`config.mk`:
```
export PLATFORM = sky130hd
export DESIGN_NAME = joystick_conditioner
export DESIGN_NICKNAME = d
export VERILOG_FILES = /design/src/rtl/joystick_conditioner.sv
export SDC_FILE = /design/constraint.sdc
export NUM_CORES = 1
export LEC_CHECK = 0
export CORE_MARGIN = 10
export CORE_UTILIZATION = 54
export CTS_CLUSTER_SIZE = 10
export DETAILED_ROUTE_END_ITERATION = 12
export HOLD_SLACK_MARGIN = 0.03
export PLACE_DENSITY = 0.76
export SLEW_MARGIN = 30
export SYNTH_ARGS = -nofsm -noshare
export SYNTH_HDL_FRONTEND = slang
export SYNTH_SLANG_ARGS = --single-unit
```
`constraint.sdc`:
```
create_clock -name clk_i -period 1.6 [get_ports clk_i]
set_input_delay 0.24 -clock clk_i [delete_from_list [all_inputs] [get_ports clk_i]]
set_output_delay 0.24 -clock clk_i [all_outputs]
set_load 0.01 [all_outputs]
```
`src/rtl/joystick_conditioner.sv`:
```
// Conditions two active-low joystick ports: synchronise, debounce on a slow tick,
// cancel opposing directions, gate fire1 with autofire, and emit Kempston bytes.
module joystick_conditioner #(
  parameter int unsigned TICK_DIV       = 1389,
  parameter int unsigned DEBOUNCE_TICKS = 8,
  parameter int unsigned AUTOFIRE_TICKS = 40
) (
  input  logic       clk_i,
  input  logic       rst_n_i,
  input  logic [5:0] joy1_raw_i,
  input  logic [5:0] joy2_raw_i,
  input  logic       autofire1_en_i,
  input  logic       autofire2_en_i,
  output logic [7:0] joy1_o,
  output logic [7:0] joy2_o,
  output logic       changed_o
);

  localparam int unsigned NB = 12;
  localparam int unsigned TW = (TICK_DIV > 1) ? $clog2(TICK_DIV) : 1;
  localparam int unsigned CW = $clog2(DEBOUNCE_TICKS + 1);
  localparam int unsigned AW = (AUTOFIRE_TICKS > 1) ? $clog2(AUTOFIRE_TICKS) : 1;

  logic [NB-1:0]         sync1_q;
  logic [NB-1:0]         sync2_q;
  logic [TW-1:0]         tick_cnt_q;
  logic                  tick;
  logic [NB-1:0]         stable_q;
  logic [NB-1:0][CW-1:0] db_cnt_q;
  logic [1:0]            af_phase_q;
  logic [1:0][AW-1:0]    af_cnt_q;
  logic [1:0]            af_en;
  logic [1:0]            f1_pressed;
  logic [7:0]            joy1_nxt;
  logic [7:0]            joy2_nxt;

  // Two-flop synchroniser; reset value is "released" (high).
  always_ff @(posedge clk_i or negedge rst_n_i) begin
    if (!rst_n_i) begin
      sync1_q <= '1;
      sync2_q <= '1;
    end else begin
      sync1_q <= {joy2_raw_i, joy1_raw_i};
      sync2_q <= sync1_q;
    end
  end

  // Sample tick generator.
  assign tick = (tick_cnt_q == TW'(TICK_DIV - 1));

  always_ff @(posedge clk_i or negedge rst_n_i) begin
    if (!rst_n_i) begin
      tick_cnt_q <= '0;
    end else if (tick) begin
      tick_cnt_q <= '0;
    end else begin
      tick_cnt_q <= tick_cnt_q + TW'(1);
    end
  end

  // Per-line debounce: a new level needs DEBOUNCE_TICKS consecutive disagreeing ticks.
  always_ff @(posedge clk_i or negedge rst_n_i) begin
    if (!rst_n_i) begin
      stable_q <= '1;
      db_cnt_q <= '0;
    end else if (tick) begin
      for (int i = 0; i < int'(NB); i++) begin
        if (sync2_q[i] != stable_q[i]) begin
          if (db_cnt_q[i] == CW'(DEBOUNCE_TICKS - 1)) begin
            stable_q[i] <= sync2_q[i];
            db_cnt_q[i] <= '0;
          end else begin
            db_cnt_q[i] <= db_cnt_q[i] + CW'(1);
          end
        end else begin
          db_cnt_q[i] <= '0;
        end
      end
    end
  end

  assign af_en      = {autofire2_en_i, autofire1_en_i};
  assign f1_pressed = {~stable_q[10], ~stable_q[4]};

  // Autofire: phase starts high so the first press fires at once.
  always_ff @(posedge clk_i or negedge rst_n_i) begin
    if (!rst_n_i) begin
      af_phase_q <= '1;
      af_cnt_q   <= '0;
    end else begin
      for (int j = 0; j < 2; j++) begin
        if (f1_pressed[j] && af_en[j]) begin
          if (tick) begin
            if (af_cnt_q[j] == AW'(AUTOFIRE_TICKS - 1)) begin
              af_phase_q[j] <= ~af_phase_q[j];
              af_cnt_q[j]   <= '0;
            end else begin
              af_cnt_q[j] <= af_cnt_q[j] + AW'(1);
            end
          end
        end else begin
          af_phase_q[j] <= 1'b1;
          af_cnt_q[j]   <= '0;
        end
      end
    end
  end

  // Pressed levels (active high, U/D/L/R/F1/F2) to Kempston with opposing-direction cancel.
  function automatic logic [7:0] kempston(input logic [5:0] pr, input logic f1_gate);
    logic up;
    logic dn;
    logic lf;
    logic rt;
    up = pr[0] & ~pr[1];
    dn = pr[1] & ~pr[0];
    lf = pr[2] & ~pr[3];
    rt = pr[3] & ~pr[2];
    return {2'b00, pr[5], pr[4] & f1_gate, up, dn, lf, rt};
  endfunction

  always_comb begin
    joy1_nxt = kempston(~stable_q[5:0],  af_en[0] ? af_phase_q[0] : 1'b1);
    joy2_nxt = kempston(~stable_q[11:6], af_en[1] ? af_phase_q[1] : 1'b1);
  end

  // Output register and change strobe.
  always_ff @(posedge clk_i or negedge rst_n_i) begin
    if (!rst_n_i) begin
      joy1_o    <= '0;
      joy2_o    <= '0;
      changed_o <= 1'b0;
    end else begin
      joy1_o    <= joy1_nxt;
      joy2_o    <= joy2_nxt;
      changed_o <= (joy1_nxt != joy1_o) || (joy2_nxt != joy2_o);
    end
  end

endmodule

```
==> key figures, run 1 <==
Pwr
  • Sequential power share: a little over two fifths
  • Cell Int Power: ~5700 uW
  • Comb power frac: under 10%
  • Clock network power share: between 50% and 60%
  • Worst vdd ir: approximately 0.8 mV
  • Sw frac: between 20% and 30%
  • Power Dens Cells: ~900 nW/um2
  • P_leak: around 0.0036 uW
  • NetSw: 1540 uW

Placement
  • Dpl cells: between 700 and 800
  • Area after DPL: between 6000 and 7000 um2
  • Post-place setup slack: -0.218 ns
  • Placed wire-length estimate: about 8000 um
  • GP Congestion: ~0.83
  • Port bufs: 28

Synth
  • Post-synthesis sequential area ratio: about 55%
  • Synth warnings: 0
  • Top cell type's share of synthesized area: between 30% and 40%
  • Synth area leader: dfrtp_1
  • Main flop type after synthesis: dfrtp_1
  • Average footprint of a synthesized cell: 10.7 um2
  • Synth top area cells: dfrtp_1 38%, dfstp_2 18%, nand2_1 4.7%
  • Post-synth cell types: 44
  • Synthesized netlist cell count: ~530
  • Most common cell in the netlist: dfrtp_1
  • Commonest cells post-synth: 84 x dfrtp_1, 70 x nand2_1, 46 x nand3_1, 46 x o21ai_0, 38 x dfstp_2
  • Synthesized flop and latch total: roughly 120
  • Mapped Area: 5600 um2
  • FFs w/ async S/R, synth: 100%
  • EDFF count, synth: 0

Clock network
  • CTS tree: yes
  • CTS Root Cell: clkbuf_8
  • Clk buf depth: 2
  • H-tree level count: 4
  • CTS sink cnt: about 120
  • Clock slew at reported path FFs: ~0.060 ns
  • Worst skew pair latency: between 0.5 and 0.6 ns
  • Num CTS Buffers: 17

Finish
  • Final instance area: roughly 8000 um2
  • Layout Nets: around 670
  • Share of layout cells above drive strength 1: a little over two fifths
  • Diodes inserted: 0
  • Final non-filler cell total: roughly 800
  • Synthesis-to-layout area growth: 45.8%

Floorplanning
  • Die ar.: approximately 15,000 um2
  • Core ar.: just over 10,000 um2
  • Cell Rows: 37
  • Die X: around 120 um
  • DIE HEIGHT: between 100 and 150 um
  • Top-Level Pins: 33
  • Initial Util: a little over half

Timing
  • Final hold vios: 0
  • RSZ-0062 raised after global routing: true
  • Slew Limit Fails: 0
  • Rel. slew slack: a little under half
  • Final period utilization: 120%
  • Slew @ Worst Pin: ~0.81 ns
  • Minimum clock period: approximately 1.9 ns
  • Final setup violating endpoints: 82
  • Setup ws final: -0.320 ns
  • Setup TNS: -12.68 ns
  • Fmax: around 0.52 GHz
  • Setup Skew: around 0.0070 ns

Critical path
  • R2R cell count: 6
  • RR Endpoint: db_cnt_q[11]
  • Nature of the critical path endpoint: flop
  • CP Launch Type: flop
  • Worst setup path class: reg2reg
  • CP required: about 2.0 ns
  • Worst R2R Setup Slack: -0.32 ns
  • Crit path DAT: about 2.3 ns
  • Max FO, Critical Path: 7
  • Worst r2r src: tick_cnt_q[9]

Hold path
  • Hold EP: sync1_q[3]
  • Hold_sp: joy1_raw_i[3]
  • Worst Hold Class: in2reg
  • Worst hold stages: 1

Global route
  • Tot GR Track Use: a little under a fifth
  • Initial antenna violation count: 0
  • Total gr overflow: 0
  • Largest net degree at the start of global routing: 36
  • First-pass GRT wire length: approximately 23,000 um
  • Vias in the first global route: roughly 4,700

Detailed routing
  • Post-DR wirelength/cell: roughly 21 um
  • Vias per cell: roughly 6.0
  • DRT Wirelength: around 16,000 um
  • DRC: 0
  • Initial drt markers: 470
  • Pre-antenna DRT Iters: 5
  • Via count: roughly 4,700
  • ANT nets after route: 0

Outcome
  • Failing checks: negative setup slack
  • Status: complete, but fails checks

Job
  • Max cap viols: 0
-- worst max path at each step --
| stage | from | to | slack [ns] | cells after the start |
|---|---|---|---|---|
| after floorplan | stable_q[9] | changed_o | -0.03 | 5 |
| after global placement | autofire1_en_i | changed_o | -0.18 | 5 |
| after detailed placement | tick_cnt_q[9] | db_cnt_q[24] | -0.22 | 6 |
| after CTS | tick_cnt_q[4] | db_cnt_q[28] | -0.24 | 6 |
| after global routing | tick_cnt_q[9] | db_cnt_q[11] | -0.37 | 6 |
| final | tick_cnt_q[9] | db_cnt_q[11] | -0.32 | 6 |
-- layout by cell type, fill, tap and decap left out, drive strengths merged, types with 6 or more instances in the layout --
cell type	count
dfrtp	84
clkdlybuf4s50	14
o41ai	12
nand3	46
nand2	72
buf	75
o21ai	46
nor2b	23
or3	7
clkinv	6
nor2	27
and2	14
ha	16
xor2	25
nand4	6
dlygate4sd2	13
o31ai	12
inv	11
mux2	10
a21oi	14
clkbuf	25
nor3	12
dfstp	38
-- cells by family after synthesis --
family / count (synthesis) / share of synthesized area (%)
other: 1 / 0.0670
AOI/OAI and AO/OA: 94 / 11.4
adders and majority gates: 16 / 3.58
xor gates and xnor gates: 27 / 4.23
and+or+nand+nor: 224 / 20.3
DFF: 122 / 55.4
muxes: 11 / 2.19
buffers and inverters: 30 / 2.88
-- routing by layer --
metal | vias to the layer above | global-route usage, % | wire length, um
met5 | - | 0 | 0
met4 | 0 | 9.54 | 739
met3 | 64 | 4.63 | 734
met2 | 181 | 33.6 | 8710
met1 | 2360 | 21.3 | 6160
li1 | 2067 | - | -
-- area by class of cell --
cell class	instances	area, um2
tap	136	170
inverter	11	41.3
fill	514	2070
multi-input combinational	376	3130
timing repair buffer	105	1130
sequential	122	3100
clock buffer	23	467
clock inverter	9	120
-- timing repair --
action / CTS / global route
setup endpoints to repair: 90 / 84
pin swaps: 33 / 34
hold endpoints to repair: 89 / 0
cloned: 2 / 2
hold buffers: 1 / 0
setup buffers: 15 / 10
gates resized for setup: 116 / 96
-- power by group through the flow --
stage	combinational [uW]	clock [uW]	sequential, uW
floorplan	56.2	0	3210
global placement	183	0	3210
detailed placement	188	0	3210
CTS	198	3870	3160
global route	237	4020	3170
finish	216	3870	3170
-- flip-flops by register name (all words and copies together) (netlist names) --
register    flops
changed_o       1
af_phase_q      2
sync2_q        12
sync1_q        12
tick_cnt_q     11
stable_q       12
af_cnt_q       12
joy2_o          6
joy1_o          6
db_cnt_q       48
-- metrics by stage --
stage               hold WS (ns)  utilization (%)  total power [uW]
floorplan                -0.0556                -              3260
finish                     0.109             79.7              7250
detailed placement         0.177             63.3              3400
CTS                        0.105             73.9              7230
global route               0.108             79.7              7430
global placement           0.180             63.3              3390
-- critical path, stage by stage (launching register included) --
cell and delay, ns:
dfrtp_1 0.41, nor4b_4 0.39, and4_4 0.35, buf_6 0.14, buf_12 0.16, nand2_4 0.08, o41ai_4 0.27
(Power assumes the default switching activity.)
==> run 2: changes to the inputs <==
--- a/config.mk
+++ b/config.mk
@@ -5,12 +5,14 @@
 export SDC_FILE = /design/constraint.sdc
 export NUM_CORES = 1
 export LEC_CHECK = 0
+export CELL_PAD_IN_SITES_DETAIL_PLACEMENT = 0
+export CELL_PAD_IN_SITES_GLOBAL_PLACEMENT = 1
 export CORE_MARGIN = 10
-export CORE_UTILIZATION = 54
+export CORE_UTILIZATION = 43
 export CTS_CLUSTER_SIZE = 10
 export DETAILED_ROUTE_END_ITERATION = 12
 export HOLD_SLACK_MARGIN = 0.03
-export PLACE_DENSITY = 0.76
+export PLACE_DENSITY_LB_ADDON = 0.1
 export SLEW_MARGIN = 30
 export SYNTH_ARGS = -nofsm -noshare
 export SYNTH_HDL_FRONTEND = slang
==> key figures, run 2 (same netlist as run 1, synthesis figures left out) <==
Outcome
  • Status: complete, but fails checks
  • Failing checks: negative setup slack

Global route
  • Initial antenna violation count: 0
  • First-pass GRT wire length: roughly 21,000 um
  • Vias in the first global route: about 4,200
  • GRT busiest layer: met2
  • Tot GR Track Use: about 14%
  • GR met3 Demand/Resource: under 10%
  • Total gr overflow: 0
  • Met2 Usage GRT: a little under a quarter
  • Largest net degree at the start of global routing: 33
  • Met1 GRT Util: between 10% and 20%

Timing
  • Slew @ Worst Pin: 0.567 ns
  • Rel. slew slack: 62.1%
  • Setup ws final: -0.193 ns
  • Slew Limit Fails: 0
  • Minimum clock period: about 1.8 ns
  • Fmax: approximately 0.56 GHz
  • Final setup violating endpoints: 70
  • RSZ-0062 raised after global routing: true
  • Setup Skew: 0.00793 ns
  • Setup TNS: -7.41 ns
  • Final hold vios: 0
  • Final period utilization: 112%

Clock network
  • Clk buf depth: 2
  • Num CTS Buffers: 17
  • Worst skew pair latency: between 0.4 and 0.5 ns
  • Clock slew at reported path FFs: roughly 0.060 ns
  • CTS Root Cell: clkbuf_16
  • H-tree level count: 4
  • CTS sink cnt: roughly 120
  • CTS tree: yes

Finish
  • Most common cell after layout, fill and taps aside: dfrtp_1
  • Synthesis-to-layout area growth: 42.9%
  • Share of layout cells above drive strength 1: about two fifths
  • Final instance area: about 8000 um2
  • Commonest cells after routing, fill and taps aside: 84 x dfrtp_1, 51 x nand2_1, 47 x buf_4
  • Sequential Area: 3100 um2
  • Biggest register: db_cnt_q
  • Max FFs per register: 48
  • Layout Nets: roughly 670
  • FILL cells: roughly 1,000
  • Diodes inserted: 0
  • Multi-input logic area: 2890 um2

Detailed routing
  • Post-DR wirelength/cell: 15.2 um
  • Pre-antenna DRT Iters: 4
  • Via count: 4,226
  • Vias per cell: about 5.2
  • ANT nets after route: 0
  • DRC: 0
  • DRT Wirelength: ~12,000 um
  • Initial drt markers: 156

Placement
  • GP Congestion: 0.754
  • Area after DPL: 6610 um2
  • Port bufs: 28
  • Placed wire-length estimate: roughly 7900 um

Critical path
  • Crit path max-delay family: simple AND/OR/NAND/NOR gates
  • Crit path DAT: 2.13 ns
  • Worst setup path class: reg2reg
  • CP Launch Type: flop
  • Buffers plus inverters on the worst setup path: 2
  • Slowest cell on the critical path: dfrtp_1
  • Max FO, Critical Path: 8
  • CP dominant cell by count: buf_12
  • Crit-path max cell delay: around 0.4 ns
  • Nature of the critical path endpoint: flop
  • CP required: 1.94 ns
  • Cell Chain, Critical Path: nor4b_4, nand4_4, buf_12, buf_12, or3_1, a21oi_1

Pwr
  • P_leak: ~0.0036 uW
  • Worst vdd ir: about 0.72 mV
  • Sw frac: 19.4%
  • Clock network power share: 54.7%
  • Comb power frac: around 2.7%
  • NetSw: roughly 1400 uW
  • Sequential power share: between 40% and 50%
  • Power Dens Cells: just over 900 nW/um2
  • Cell Int Power: 5990 uW

Floorplanning
  • Cell Rows: 41
  • Top-Level Pins: 33
  • Initial Util: around 44%
  • Core ar.: around 13,000 um2
  • DIE HEIGHT: roughly 130 um
  • Die X: between 100 and 150 um
  • Die ar.: 18,000 um2

Job
  • Max cap viols: 0

Hold path
  • Worst Hold Class: in2reg
==> run 2: final timing paths <==
kind,from,end,slack (ns),cells after the start
min in group asynchronous,rst_n_i,af_cnt_q[2],0.25,2
worst max-delay path,tick_cnt_q[9],af_cnt_q[8],-0.19,6
worst min-delay path,joy1_raw_i[3],sync1_q[3],0.23,1
max in group asynchronous,rst_n_i,sync1_q[0],0.75,3
worst min register to register,sync1_q[6],sync2_q[6],0.35,0
worst max register to register,tick_cnt_q[9],af_cnt_q[8],-0.19,6
==> run 2: repair_timing <==
action                                 in CTS  in global routing
setup endpoints to repair                  80                 83
pin swaps                                  30                 32
gates resized for setup                    79                 77
hold buffers                                1                  0
cloned                                      3                  0
buffers inserted                           13                  9
endpoints found under the hold margin      76                  0
==> run 2: area by class of cell <==
| class | instances | area share [%] |
|---|---|---|
| clock inverters | 8 | 1.75 |
| well taps | 172 | 2.69 |
| clock buffers | 24 | 6.15 |
| repair buffers | 106 | 14.0 |
| flip-flops and latches | 122 | 38.8 |
| multi-input cells | 376 | 36.1 |
| inverters | 11 | 0.516 |
==> run 2: power groups by stage <==
stage / clock network, uW / logic (uW) / registers (uW)
global route: 4310 / 228 / 3170
floorplan: 0 / 56.2 / 3210
detailed placement: 0 / 193 / 3210
finish: 4060 / 202 / 3160
CTS: 4170 / 202 / 3160
global placement: 0 / 192 / 3210
==> run 2: metrics by stage <==
stage | cells | total power (uW) | worst slack (ns) | util [%] | hold slack (ns)
floorplan | 528 | 3260 | -0.0278 | - | -0.0556
global placement | 763 | 3400 | -0.203 | 52.1 | 0.144
detailed placement | 763 | 3410 | -0.234 | 52.1 | 0.146
CTS | 812 | 7530 | -0.201 | 60.2 | 0.213
global route | 819 | 7700 | -0.271 | 63.1 | 0.221
finish | 819 | 7430 | -0.193 | 63.1 | 0.235
==> run 2: per-layer routing <==
metal,up-vias,share of wire [%],wire [um]
li1,2072,-,-
met1,2099,43,5390
met2,43,52,6540
met3,12,3.1,389
met4,0,1.1,140
met5,-,0,0
